File: src/rtl/uart_tx_fifo.sv
// UART 8N1 transmitter fed by a byte FIFO.
// The divisor is captured when each frame starts, so the line rate can change between frames.
module uart_tx_fifo #(
  parameter int unsigned DEPTH = 8,
  parameter int unsigned DIV_W = 16
) (
  input  logic                     clk,
  input  logic                     rst,
  input  logic [DIV_W-1:0]         div,
  input  logic [7:0]               tx_data,
  input  logic                     tx_valid,
  output logic                     tx_ready,
  output logic                     tx,
  output logic                     busy,
  output logic [$clog2(DEPTH):0]   level
);

  localparam int unsigned AW = $clog2(DEPTH);
  localparam int unsigned LW = AW + 1;

  typedef enum logic [1:0] {
    IDLE  = 2'd0,
    START = 2'd1,
    DATA  = 2'd2,
    STOP  = 2'd3
  } state_t;

  state_t           state_q, state_d;
  logic [DIV_W-1:0] cnt_q, cnt_d;
  logic [DIV_W-1:0] div_q, div_d;
  logic [2:0]       idx_q, idx_d;
  logic [7:0]       sh_q, sh_d;
  logic             tx_q, tx_d;
  logic [AW-1:0]    wr_ptr, rd_ptr;
  logic [7:0]       mem [DEPTH];
  logic             push, pop, bit_end, fifo_nonempty;

  assign fifo_nonempty = (level != '0);
  assign tx_ready      = (level != LW'(DEPTH));
  assign push          = tx_valid && tx_ready;
  assign bit_end       = (cnt_q == div_q);
  assign busy          = (state_q != IDLE) || fifo_nonempty;
  assign tx            = tx_q;

  // Next-state and next-line logic; a pop always begins a fresh frame with a start bit.
  always_comb begin
    state_d = state_q;
    cnt_d   = cnt_q;
    div_d   = div_q;
    idx_d   = idx_q;
    sh_d    = sh_q;
    tx_d    = tx_q;
    pop     = 1'b0;
    case (state_q)
      IDLE: begin
        tx_d = 1'b1;
        if (fifo_nonempty) begin
          pop     = 1'b1;
          state_d = START;
        end
      end
      START: begin
        if (bit_end) begin
          state_d = DATA;
          cnt_d   = '0;
          idx_d   = 3'd0;
          tx_d    = sh_q[0];
        end else begin
          cnt_d = cnt_q + DIV_W'(1);
        end
      end
      DATA: begin
        if (bit_end) begin
          cnt_d = '0;
          idx_d = idx_q + 3'd1;
          sh_d  = {1'b0, sh_q[7:1]};
          if (idx_q == 3'd7) begin
            state_d = STOP;
            tx_d    = 1'b1;
          end else begin
            tx_d = sh_q[1];
          end
        end else begin
          cnt_d = cnt_q + DIV_W'(1);
        end
      end
      STOP: begin
        if (bit_end) begin
          if (fifo_nonempty) begin
            pop     = 1'b1;
            state_d = START;
          end else begin
            state_d = IDLE;
            tx_d    = 1'b1;
          end
        end else begin
          cnt_d = cnt_q + DIV_W'(1);
        end
      end
      default: begin
        state_d = IDLE;
        tx_d    = 1'b1;
      end
    endcase
    if (pop) begin
      sh_d  = mem[rd_ptr];
      div_d = div;
      cnt_d = '0;
      tx_d  = 1'b0;
    end
  end

  // State, frame and pointer registers.
  always_ff @(posedge clk) begin
    if (rst) begin
      state_q <= IDLE;
      cnt_q   <= '0;
      div_q   <= '0;
      idx_q   <= '0;
      sh_q    <= '0;
      tx_q    <= 1'b1;
      wr_ptr  <= '0;
      rd_ptr  <= '0;
      level   <= '0;
    end else begin
      state_q <= state_d;
      cnt_q   <= cnt_d;
      div_q   <= div_d;
      idx_q   <= idx_d;
      sh_q    <= sh_d;
      tx_q    <= tx_d;
      if (push) wr_ptr <= wr_ptr + AW'(1);
      if (pop)  rd_ptr <= rd_ptr + AW'(1);
      level <= level + LW'(push) - LW'(pop);
    end
  end

  // Storage is left unreset; stale entries are unreachable once the pointers clear.
  always_ff @(posedge clk) begin
    if (push) mem[wr_ptr] <= tx_data;
  end

endmodule

File: config.mk
export PLATFORM = sky130hd
export DESIGN_NAME = uart_tx_fifo
export DESIGN_NICKNAME = d
export VERILOG_FILES = /design/src/rtl/uart_tx_fifo.sv
export SDC_FILE = /design/constraint.sdc
export NUM_CORES = 1
export LEC_CHECK = 0
export BUFFER_PORTS_ARGS = -buffer_cell sky130_fd_sc_hd__buf_2
export CELL_PAD_IN_SITES_DETAIL_PLACEMENT = 0
export CELL_PAD_IN_SITES_GLOBAL_PLACEMENT = 1
export CORE_ASPECT_RATIO = 1.2
export CORE_MARGIN = 10
export CORE_UTILIZATION = 49
export DETAILED_ROUTE_END_ITERATION = 16
export PLACE_DENSITY = 0.81
export SKIP_LAST_GASP = 1
export SLEW_MARGIN = 20
export SYNTH_ARGS = -nofsm -noshare
export SYNTH_HDL_FRONTEND = slang
export SYNTH_SLANG_ARGS = --single-unit
File: constraint.sdc
create_clock -name clk -period 3.8 [get_ports clk]
set_input_delay 0.38 -clock clk [delete_from_list [all_inputs] [get_ports clk]]
set_output_delay 0.38 -clock clk [all_outputs]
set_load 0.005 [all_outputs]
==> impl_metrics.env, run 1 <==
export IMPL_synth_seq_cells=123
export IMPL_criticalPathCategory="flip-flop to flip-flop"
export IMPL_core_area_sq_um=10600
export IMPL_fin_crit_sh=0.700
export IMPL_clk_latency_ns=0.41
export IMPL_clock_sinks=123
export IMPL_post_cts_buffers=0
export IMPL_critPathCaptureType="flip-flop"
export IMPL_ys_flop_type="edfxtp_1"
export IMPL_cts_tree="yes"
export IMPL_grt_pass1_vias=3499
export IMPL_io_buffers=33
export IMPL_p_per_area_nw_per_um2=764
export IMPL_slew_violations=0
export IMPL_grt_max_degree=47
export IMPL_drt_iter0_drc=156
export IMPL_timing_hold_violations_final=0
export IMPL_synth_edf_count=64
export IMPL_mostFrequentLayoutCell="edfxtp_1"
export IMPL_rows=41
export IMPL_numCtsBuffers=17
export IMPL_holdCritPathClass="input pin to flip-flop"
export IMPL_finalClockSkew_ns=0.00828
export IMPL_first_pass_iters=4
export IMPL_clk_path_buf_depth=2
export IMPL_path_clk_slew_ns=0.06
export IMPL_cts_resized=0
export IMPL_wl_per_cell_um=17.9
export IMPL_syn_to_final_growth_pct=15.4
export IMPL_ios=34
export IMPL_dieArea_sq_um=15600
export IMPL_start_util=0.508
export IMPL_crit_fanout=39
export IMPL_rsz0062_at_grt="false"
export IMPL_syn_area_per_cell_sq_um=12.4
export IMPL_power_w=0.00476
export IMPL_crit_slowest_cell="buf_4"
export IMPL_htree_levels=4
export IMPL_overflow=0
export IMPL_setup_tns_ns=0
export IMPL_hp_start="div[10]"
export IMPL_total_leakage_power_nw=2.21
export IMPL_fill_cells=870
export IMPL_drt_antenna_violating_nets=0
export IMPL_cap_viol_max_count=0
export IMPL_yosysSeqAreaShare=0.575
export IMPL_outcome="complete, no violations"
export IMPL_synth_distinct_cells=44
export IMPL_routabilityCongestion=0.832
export IMPL_place_hpwl_um=7480
export IMPL_pre_cts_ws_ns=1.15
export IMPL_path_cells="inv_1 > ha_1 > nor3b_2 > nor2_1 > and2_1 > a31oi_4 > buf_4 > nand3b_1 > a21oi_1"
export IMPL_placed_cell_area_sq_um=5650
export IMPL_grt_pass1_wl_um=18100
export IMPL_nets=511
export IMPL_postSynth_asyncResetShare=0
export IMPL_drive_above_1_share=0.202
export IMPL_synth_warning_count=0
export IMPL_layout_common_cells="edfxtp_1, dfxtp_1, nor2_1, buf_2, mux2i_1"
export IMPL_ctsRootBufferMaster="clkbuf_16"
export IMPL_finalWorstSetupSlack_ns=1.14
export IMPL_grt_use_total=0.150
export IMPL_via_per_inst=5.56
export IMPL_drt_wl_total_um=10900
export IMPL_crit_arrival_ns=2.99
export IMPL_relSlewSlack=0.389
export IMPL_fin_crit_ns=2.66
export IMPL_syn_instance_count=436
export IMPL_hold_buffers=0
export IMPL_antenna_cells=0
export IMPL_die_w_um=116
export IMPL_critPathBufInv=2
export IMPL_finalSetupViolCount=0
export IMPL_critPathRequiredTime_ns=4.13
export IMPL_antenna_found_initial=0
export IMPL_cp_startpoint="level[2]"
export IMPL_drc=0
export IMPL_synth_area_sq_um=5390
export IMPL_synth_fp_nets=479
export IMPL_ir_drop_mv=0.435
export IMPL_slowest_delay_ns=0.48
export IMPL_startpoint_type="flip-flop"
export IMPL_worstMarginPinSlew_ns=0.913
export IMPL_routed_via_count=3392
export IMPL_cpLargestDelayFamily="simple AND/OR/NAND/NOR gates"
export IMPL_design_area_sq_um=6230
export IMPL_die_y_um=135
export IMPL_r2r_start="level[2]"
export IMPL_timing_fmax_mhz=376
metrics by stage:
step / cells / hold WS, ns / utilization
final: 610 / 0.198 / 0.586
after global routing: 610 / 0.192 / 0.586
after CTS: 610 / 0.185 / 0.586
after detailed placement: 578 / 0.483 / 0.532
after global placement: 578 / 0.478 / 0.532
after floorplan: 436 / 0.456 / -
final timing paths:
kind | end | slack, ns | cells past startpoint
worst min-delay path | div_q[10] | 0.20 | 3
worst min register to register | sh_q[7] | 0.49 | 2
worst max register to register | cnt_q[11] | 1.14 | 9
worst max-delay path | cnt_q[11] | 1.14 | 9
Yosys cell counts, types with 5 or more instances:
master | n | area share
a211oi_1 | 14 | 0.019
a21oi_1 | 24 | 0.022
buf_2 | 10 | 0.0093
clkbuf_1 | 8 | 0.0056
dfxtp_1 | 59 | 0.22
edfxtp_1 | 64 | 0.36
ha_1 | 15 | 0.035
inv_1 | 9 | 0.0063
mux2i_1 | 29 | 0.054
mux4_2 | 16 | 0.067
nand2_1 | 22 | 0.015
nand2b_1 | 6 | 0.0070
nand3_1 | 5 | 0.0046
nand4_1 | 5 | 0.0058
nor2_1 | 56 | 0.039
nor2b_1 | 9 | 0.010
nor3_1 | 5 | 0.0046
o21ai_0 | 7 | 0.0065
or3_1 | 5 | 0.0058
xnor2_1 | 23 | 0.037
state kept, by name, summed over array words and instances (netlist names), named ones only:
name and flops:
cnt_q 16, div_q 16, idx_q 3, level 4, mem 64, rd_ptr 3
sh_q 8, state_q 2, tx 1, wr_ptr 3
layout make-up:
| cell class | instances | area [sq um] | share of cell area |
|---|---|---|---|
| tap | 129 | 161 | 0.0259 |
| inverter | 9 | 33.8 | 0.00542 |
| timing repair buffer | 36 | 188 | 0.0301 |
| clock buffer | 17 | 425 | 0.0683 |
| multi-input combinational | 281 | 2170 | 0.348 |
| clock inverter | 15 | 148 | 0.0237 |
| sequential | 123 | 3100 | 0.498 |
cell families (layout without fill, tap and decap cells):
group | count (synthesis) | after routing | synth area share
AND/OR/NAND/NOR | 134 | 134 | 0.125
XOR/XNOR | 26 | 26 | 0.0422
multiplexers | 45 | 45 | 0.121
adder cells (fa/ha/maj) | 16 | 16 | 0.0385
flip-flops | 123 | 123 | 0.575
AO/OA/AOI/OAI | 60 | 60 | 0.0705
buffers and inverters | 32 | 77 | 0.0274
per-layer routing:
metal / vias up / share of wire / GRT usage
li1: 1661 / - / -
met1: 1659 / 0.40 / 0.161
met2: 58 / 0.55 / 0.271
met3: 14 / 0.032 / 0.0399
met4: 0 / 0.016 / 0.0627
met5: - / 0 / 0
worst reg2reg max path, stage by stage (launching register included):
cell,delay [ns]
dfxtp_1,0.31
inv_1,0.09
ha_1,0.15
nor3b_2,0.37
nor2_1,0.15
and2_1,0.22
a31oi_4,0.17
buf_4,0.48
nand3b_1,0.41
a21oi_1,0.24
power by group:
part           leakage [nW]  total, W  switching (W)  internal (W)
sequential             1.06   0.00175       0.000151       0.00160
clock                 0.276   0.00154       0.000670      0.000874
combinational         0.870   0.00146       0.000838      0.000626
total                  2.21   0.00476        0.00166       0.00310
(Power assumes the default switching activity.)
==> run 2, diff against run 1 <==
==> constraint.sdc (replaced) <==
create_clock -name clk -period 2.6 [get_ports clk]
set_input_delay 0.26 -clock clk [delete_from_list [all_inputs] [get_ports clk]]
set_output_delay 0.26 -clock clk [all_outputs]
set_load 0.005 [all_outputs]
==> impl_metrics.env, run 2 (synthesis gave the netlist of run 1 again) <==
export IMPL_outcome="complete, no violations"
export IMPL_seq_area_sq_um=3110
export IMPL_timing_hold_violations_final=0
export IMPL_drc=0
export IMPL_grt_max_degree=40
export IMPL_drt_antenna_violating_nets=0
export IMPL_grt_pass1_wl_um=18300
export IMPL_p_seq_frac=0.351
export IMPL_finalSetupViolCount=0
export IMPL_critPathCaptureType="flip-flop"
export IMPL_power_share_combinational=0.317
export IMPL_antenna_found_initial=0
export IMPL_ir_drop_mv=0.628
export IMPL_startpoint_type="flip-flop"
export IMPL_hp_start="div[15]"
export IMPL_cts_tree="yes"
export IMPL_rows=41
export IMPL_rsz0062_at_grt="false"
export IMPL_core_area_sq_um=10600
export IMPL_overflow=0
export IMPL_path_clk_slew_ns=0.05
export IMPL_critPathBufInv=2
export IMPL_numCtsBuffers=17
export IMPL_cpLargestDelayFamily="adder cells"
export IMPL_nets=534
export IMPL_finish_utilization=0.608
export IMPL_routed_via_count=3524
export IMPL_min_path_cells=3
export IMPL_holdPathEnd="div_q[15]"
export IMPL_wl_per_cell_um=17.6
export IMPL_syn_to_final_growth_pct=19.7
export IMPL_path_cells="inv_1 > ha_1 > nor2_1 > and2_1 > a31oi_4 > nand2b_1 > nand2_1 > ha_1 > inv_1 > fa_1 > xor2_1 > nor2_1"
export IMPL_place_hpwl_um=7610
export IMPL_largest_register_ff_count=64
export IMPL_r2r_start="state_q[1]"
export IMPL_relSlewSlack=0.617
export IMPL_die_y_um=135
export IMPL_htree_levels=4
export IMPL_grt_use_total=0.151
export IMPL_ctsRootBufferMaster="clkbuf_16"
export IMPL_antenna_cells=0
export IMPL_mostFrequentLayoutCell="edfxtp_1"
export IMPL_clock_power_share=0.332
export IMPL_layout_common_cells="edfxtp_1, nor2_1, dfxtp_1, buf_2, mux2i_1"
export IMPL_regMostFlops="mem"
export IMPL_rrSetupSlack_ns=0.13
export IMPL_worstMarginPinSlew_ns=0.574
export IMPL_clk_latency_ns=0.41
export IMPL_cp_startpoint="state_q[1]"
export IMPL_rr_worst_depth=12
export IMPL_grt_pass1_vias=3646
export IMPL_finalNonFillerCells=633
export IMPL_dieArea_sq_um=15600
export IMPL_start_util=0.508
export IMPL_switching_power_w=0.00230
export IMPL_drt_iter0_drc=113
export IMPL_routabilityCongestion=0.813
export IMPL_internal_power_w=0.00496
export IMPL_clk_path_buf_depth=2
export IMPL_drt_wl_total_um=11200
export IMPL_ios=34
export IMPL_io_buffers=33
export IMPL_criticalPathCategory="flip-flop to flip-flop"
export IMPL_p_per_area_nw_per_um2=1120
export IMPL_finalClockSkew_ns=0.00766
export IMPL_cap_viol_max_count=0
export IMPL_timing_fmax_mhz=404
export IMPL_fill_cells=807
export IMPL_post_cts_buffers=0
export IMPL_setup_tns_ns=0
export IMPL_multi_input_area_sq_um=2180
export IMPL_fin_crit_sh=0.952
export IMPL_via_per_inst=5.57
export IMPL_hold_buffers=0
export IMPL_crit_arrival_ns=2.76
export IMPL_swShare=0.316
export IMPL_top_regs="mem: 64 flops, cnt_q: 16 flops, div_q: 16 flops"
export IMPL_first_pass_iters=4
export IMPL_total_leakage_power_nw=2.34
export IMPL_crit_fanout=5
export IMPL_dpl_cell_count=601
export IMPL_crit_slowest_cell="dfxtp_1"
export IMPL_clock_sinks=123
export IMPL_power_w=0.00725
export IMPL_slowest_delay_ns=0.40
export IMPL_slew_violations=0
export IMPL_critPathRequiredTime_ns=2.89
export IMPL_fin_crit_ns=2.47
export IMPL_holdCritPathClass="input pin to flip-flop"
export IMPL_die_w_um=116
export IMPL_r2r_end="level[2]"
export IMPL_drive_above_1_share=0.236
## run 2: layer usage
| layer | global-route usage | routed length [um] | vias up |
|---|---|---|---|
| met5 | 0 | 0 | - |
| met4 | 0.0536 | 174 | 0 |
| met3 | 0.0377 | 319 | 14 |
| met2 | 0.269 | 5960 | 59 |
| met1 | 0.170 | 4710 | 1742 |
| li1 | - | - | 1709 |
## run 2: cell type report
class | instances | share of cell area
tap | 129 | 0.0250
multi-input combinational | 281 | 0.338
inverter | 9 | 0.00523
timing repair buffer | 59 | 0.0564
sequential | 123 | 0.481
clock inverter | 12 | 0.0267
clock buffer | 20 | 0.0676
## run 2: what timing repair did
item / 4_1_cts / 5_1_grt
gates resized for setup: 0 / 6
hold endpoints to repair: 0 / 0
endpoints found under the setup margin: 0 / 2
## run 2: power by group through the flow
stage	Combinational, W	Sequential [W]	Clock [W]
final	0.00230	0.00255	0.00241
after global routing	0.00255	0.00259	0.00253
after CTS	0.00231	0.00255	0.00245
after detailed placement	0.00230	0.00258	0
after global placement	0.00226	0.00257	0
after floorplan	0.00176	0.00253	0
## run 2: worst min-delay path, cell delays in order
cell and delay [ns]:
buf_2 0.07, mux2i_1 0.05, nor2_1 0.07
## run 2: worst max-delay path by stage
stage / to / slack (ns) / depth (start not counted)
detailed placement: level[2] / 0.13 / 11
global route: level[2] / 0.0002 / 11
finish: level[2] / 0.13 / 12
CTS: level[2] / 0.1 / 11
global placement: level[2] / 0.16 / 11
floorplan: level[2] / 0.01 / 14
## run 2: metrics by stage
step	setup WS [ns]	area, sq um	hold WS [ns]
after floorplan	0.00966	5410	0.359
after global placement	0.157	5820	0.477
after detailed placement	0.128	5820	0.485
after CTS	0.0971	6430	0.0750
after global routing	0.000216	6450	0.0793
final	0.126	6450	0.0872
==> run 3, diff against run 2 <==
--- a/config.mk
+++ b/config.mk
@@ -5,12 +5,13 @@
 export SDC_FILE = /design/constraint.sdc
 export NUM_CORES = 1
 export LEC_CHECK = 0
+export ABC_AREA = 1
 export BUFFER_PORTS_ARGS = -buffer_cell sky130_fd_sc_hd__buf_2
 export CELL_PAD_IN_SITES_DETAIL_PLACEMENT = 0
 export CELL_PAD_IN_SITES_GLOBAL_PLACEMENT = 1
 export CORE_ASPECT_RATIO = 1.2
-export CORE_MARGIN = 10
-export CORE_UTILIZATION = 49
+export CORE_MARGIN = 2
+export CORE_UTILIZATION = 46
 export DETAILED_ROUTE_END_ITERATION = 16
 export PLACE_DENSITY = 0.81
 export SKIP_LAST_GASP = 1
==> impl_metrics.env, run 3 <==
export IMPL_finalSetupViolCount=0
export IMPL_timing_hold_violations_final=0
export IMPL_min_path_cells=3
export IMPL_startpoint_type="flip-flop"
export IMPL_hp_start="div[0]"
export IMPL_whs_ns=0.0927
export IMPL_synth_top_family_by_area="simple AND/OR/NAND/NOR gates"
export IMPL_core_area_sq_um=12600
export IMPL_highest_layer="met4"
export IMPL_outcome="complete, no violations"
export IMPL_ir_drop_mv=0.564
export IMPL_crit_arrival_ns=2.63
export IMPL_dieArea_sq_um=13600
export IMPL_criticalPathCategory="flip-flop to flip-flop"
export IMPL_wl_per_cell_um=14.6
export IMPL_finish_utilization=0.544
export IMPL_layout_common_cells="nand2_1, nor2_1, nand3_1, edfxtp_1, inv_1"
export IMPL_nets=780
export IMPL_holdPathEnd="div_q[0]"
export IMPL_drt_antenna_violating_nets=0
export IMPL_routabilityCongestion=0.919
export IMPL_synth_warning_count=0
export IMPL_synth_area_leaders="edfxtp_1, dfxtp_1, nand2_1"
export IMPL_syn_area_per_cell_sq_um=8.40
export IMPL_routed_via_count=4651
export IMPL_regMostFlops="mem"
export IMPL_io_buffers=33
export IMPL_start_util=0.466
export IMPL_holdCritPathClass="input pin to flip-flop"
export IMPL_rr_worst_depth=12
export IMPL_grt_pass1_vias=4612
export IMPL_htree_levels=4
export IMPL_relSlewSlack=0.487
export IMPL_grt_max_degree=36
export IMPL_r2r_end="level[2]"
export IMPL_clock_sinks=123
export IMPL_yosysMostFrequentCell="nand2_1"
export IMPL_finalNonFillerCells=914
export IMPL_slew_violations=0
export IMPL_synth_edf_count=64
export IMPL_drive_above_1_share=0.164
export IMPL_yosysSeqAreaShare=0.531
export IMPL_worstMarginPinSlew_ns=0.764
export IMPL_antenna_cells=0
export IMPL_grt_pass1_wl_um=22400
export IMPL_route_met3_wl_um=428
export IMPL_synth_commonest_cells="nand2_1, nor2_1, nand3_1, edfxtp_1, dfxtp_1"
export IMPL_synth_top_cell_area_share=0.329
export IMPL_synth_xor_area_frac=0.0105
export IMPL_fin_crit_sh=0.899
export IMPL_synth_area_sq_um=5850
export IMPL_drt_wl_total_um=13400
export IMPL_clk_latency_ns=0.42
export IMPL_ios=34
export IMPL_ctsRootBufferMaster="clkbuf_16"
export IMPL_timing_fmax_mhz=428
export IMPL_finalClockSkew_ns=0.00598
export IMPL_overflow=0
export IMPL_cts_tree="yes"
export IMPL_drc=0
export IMPL_dr_wl_met2_um=7170
export IMPL_netlist_top_cell_by_area="edfxtp_1"
export IMPL_place_hpwl_um=9330
export IMPL_total_leakage_power_nw=2.80
export IMPL_r2r_start="state_q[0]"
export IMPL_rows=45
export IMPL_die_w_um=107
export IMPL_syn_to_final_growth_pct=16.8
export IMPL_drt_iter0_drc=278
export IMPL_syn_instance_count=696
export IMPL_antenna_found_initial=0
export IMPL_synth_mux_area_frac=0
export IMPL_critPathCaptureType="flip-flop"
export IMPL_rrSetupSlack_ns=0.26
export IMPL_fin_crit_ns=2.34
export IMPL_via_per_inst=5.09
export IMPL_first_pass_iters=4
export IMPL_grt_use_total=0.215
export IMPL_top_regs="mem: 64 flops, cnt_q: 16 flops, div_q: 16 flops"
export IMPL_largest_register_ff_count=64
export IMPL_wl_met1_um=5350
export IMPL_crit_fanout=5
export IMPL_path_clk_slew_ns=0.06
export IMPL_synthSimpleGateAreaFrac=0.272
export IMPL_mostFrequentLayoutCell="nand2_1"
export IMPL_die_y_um=127
export IMPL_cap_viol_max_count=0
export IMPL_ys_flop_type="edfxtp_1"
export IMPL_clk_path_buf_depth=2
export IMPL_synth_fp_nets=739
export IMPL_critPathRequiredTime_ns=2.90
export IMPL_synth_distinct_cells=40
export IMPL_numCtsBuffers=17
export IMPL_dpl_cell_count=882
export IMPL_yosys_area_share_adder=0.0355
export IMPL_p_per_area_nw_per_um2=1030
export IMPL_postSynth_asyncResetShare=0
export IMPL_synth_seq_cells=123
export IMPL_synth_compound_area_frac=0.0830
run 3: layout make-up:
cell class	instances	area, sq um
fill	1154	5730
multi-input combinational	481	2350
clock buffer	19	433
timing repair buffer	53	315
clock inverter	13	171
sequential	123	3120
inverter	61	230
tap	164	205
run 3: worst max-delay path by stage:
| stage | start | endpoint | slack, ns | depth (start not counted) |
|---|---|---|---|---|
| 4_1_cts | cnt_q[6] | level[2] | 0.10 | 17 |
| 2_1_floorplan | state_q[0] | level[2] | 0.06 | 13 |
| 3_5_place_dp | cnt_q[6] | level[2] | 0.11 | 17 |
| 6_report | state_q[0] | level[2] | 0.26 | 12 |
| 3_3_place_gp | cnt_q[10] | level[2] | 0.17 | 17 |
| 5_1_grt | cnt_q[10] | level[2] | -0.003 | 17 |
run 3: critical path: stages, from the launching register on:
cell	delay, ns
dfxtp_1	0.39
inv_1	0.13
ha_1	0.33
nor2_1	0.26
nand2_4	0.08
nor2_2	0.13
inv_1	0.08
nand2_1	0.06
ha_1	0.13
inv_1	0.05
fa_1	0.37
xor2_1	0.14
nor2_1	0.06
run 3: logic make-up (layout without fill, tap and decap cells):
kind of cell / after synthesis / count (layout)
AOI/OAI and AO/OA: 84 / 84
xor gates and xnor gates: 7 / 7
adders and majority gates: 16 / 16
buffers and inverters: 92 / 146
DFF: 123 / 123
and+or+nand+nor: 374 / 374
run 3: timing repair:
action | CTS | global route
setup endpoints to repair | 0 | 3
gates resized for setup | 0 | 18
endpoints found under the hold margin | 0 | 0
hold buffers | 0 | 0
setup buffers | 0 | 0
run 3: metal layers:
metal | GRT usage | vias up
li1 | - | 2393
met1 | 0.230 | 2135
met2 | 0.391 | 92
met3 | 0.0500 | 31
met4 | 0.115 | 0
met5 | 0 | -
run 3: power by group:
group	internal (W)	switching (W)
logic	0.000740	0.00148
clock network	0.00151	0.000859
registers	0.00231	0.000164
run 3: stage by stage:
stage | setup TNS [ns] | power (W) | setup WS, ns | area (sq um)
3_3_place_gp | 0 | 0.00467 | 0.173 | 6200
6_report | 0 | 0.00706 | 0.262 | 6830
2_1_floorplan | 0 | 0.00416 | 0.0557 | 5850
3_5_place_dp | 0 | 0.00474 | 0.108 | 6200
5_1_grt | -0.00324 | 0.00759 | -0.00324 | 6830
4_1_cts | 0 | 0.00712 | 0.102 | 6800
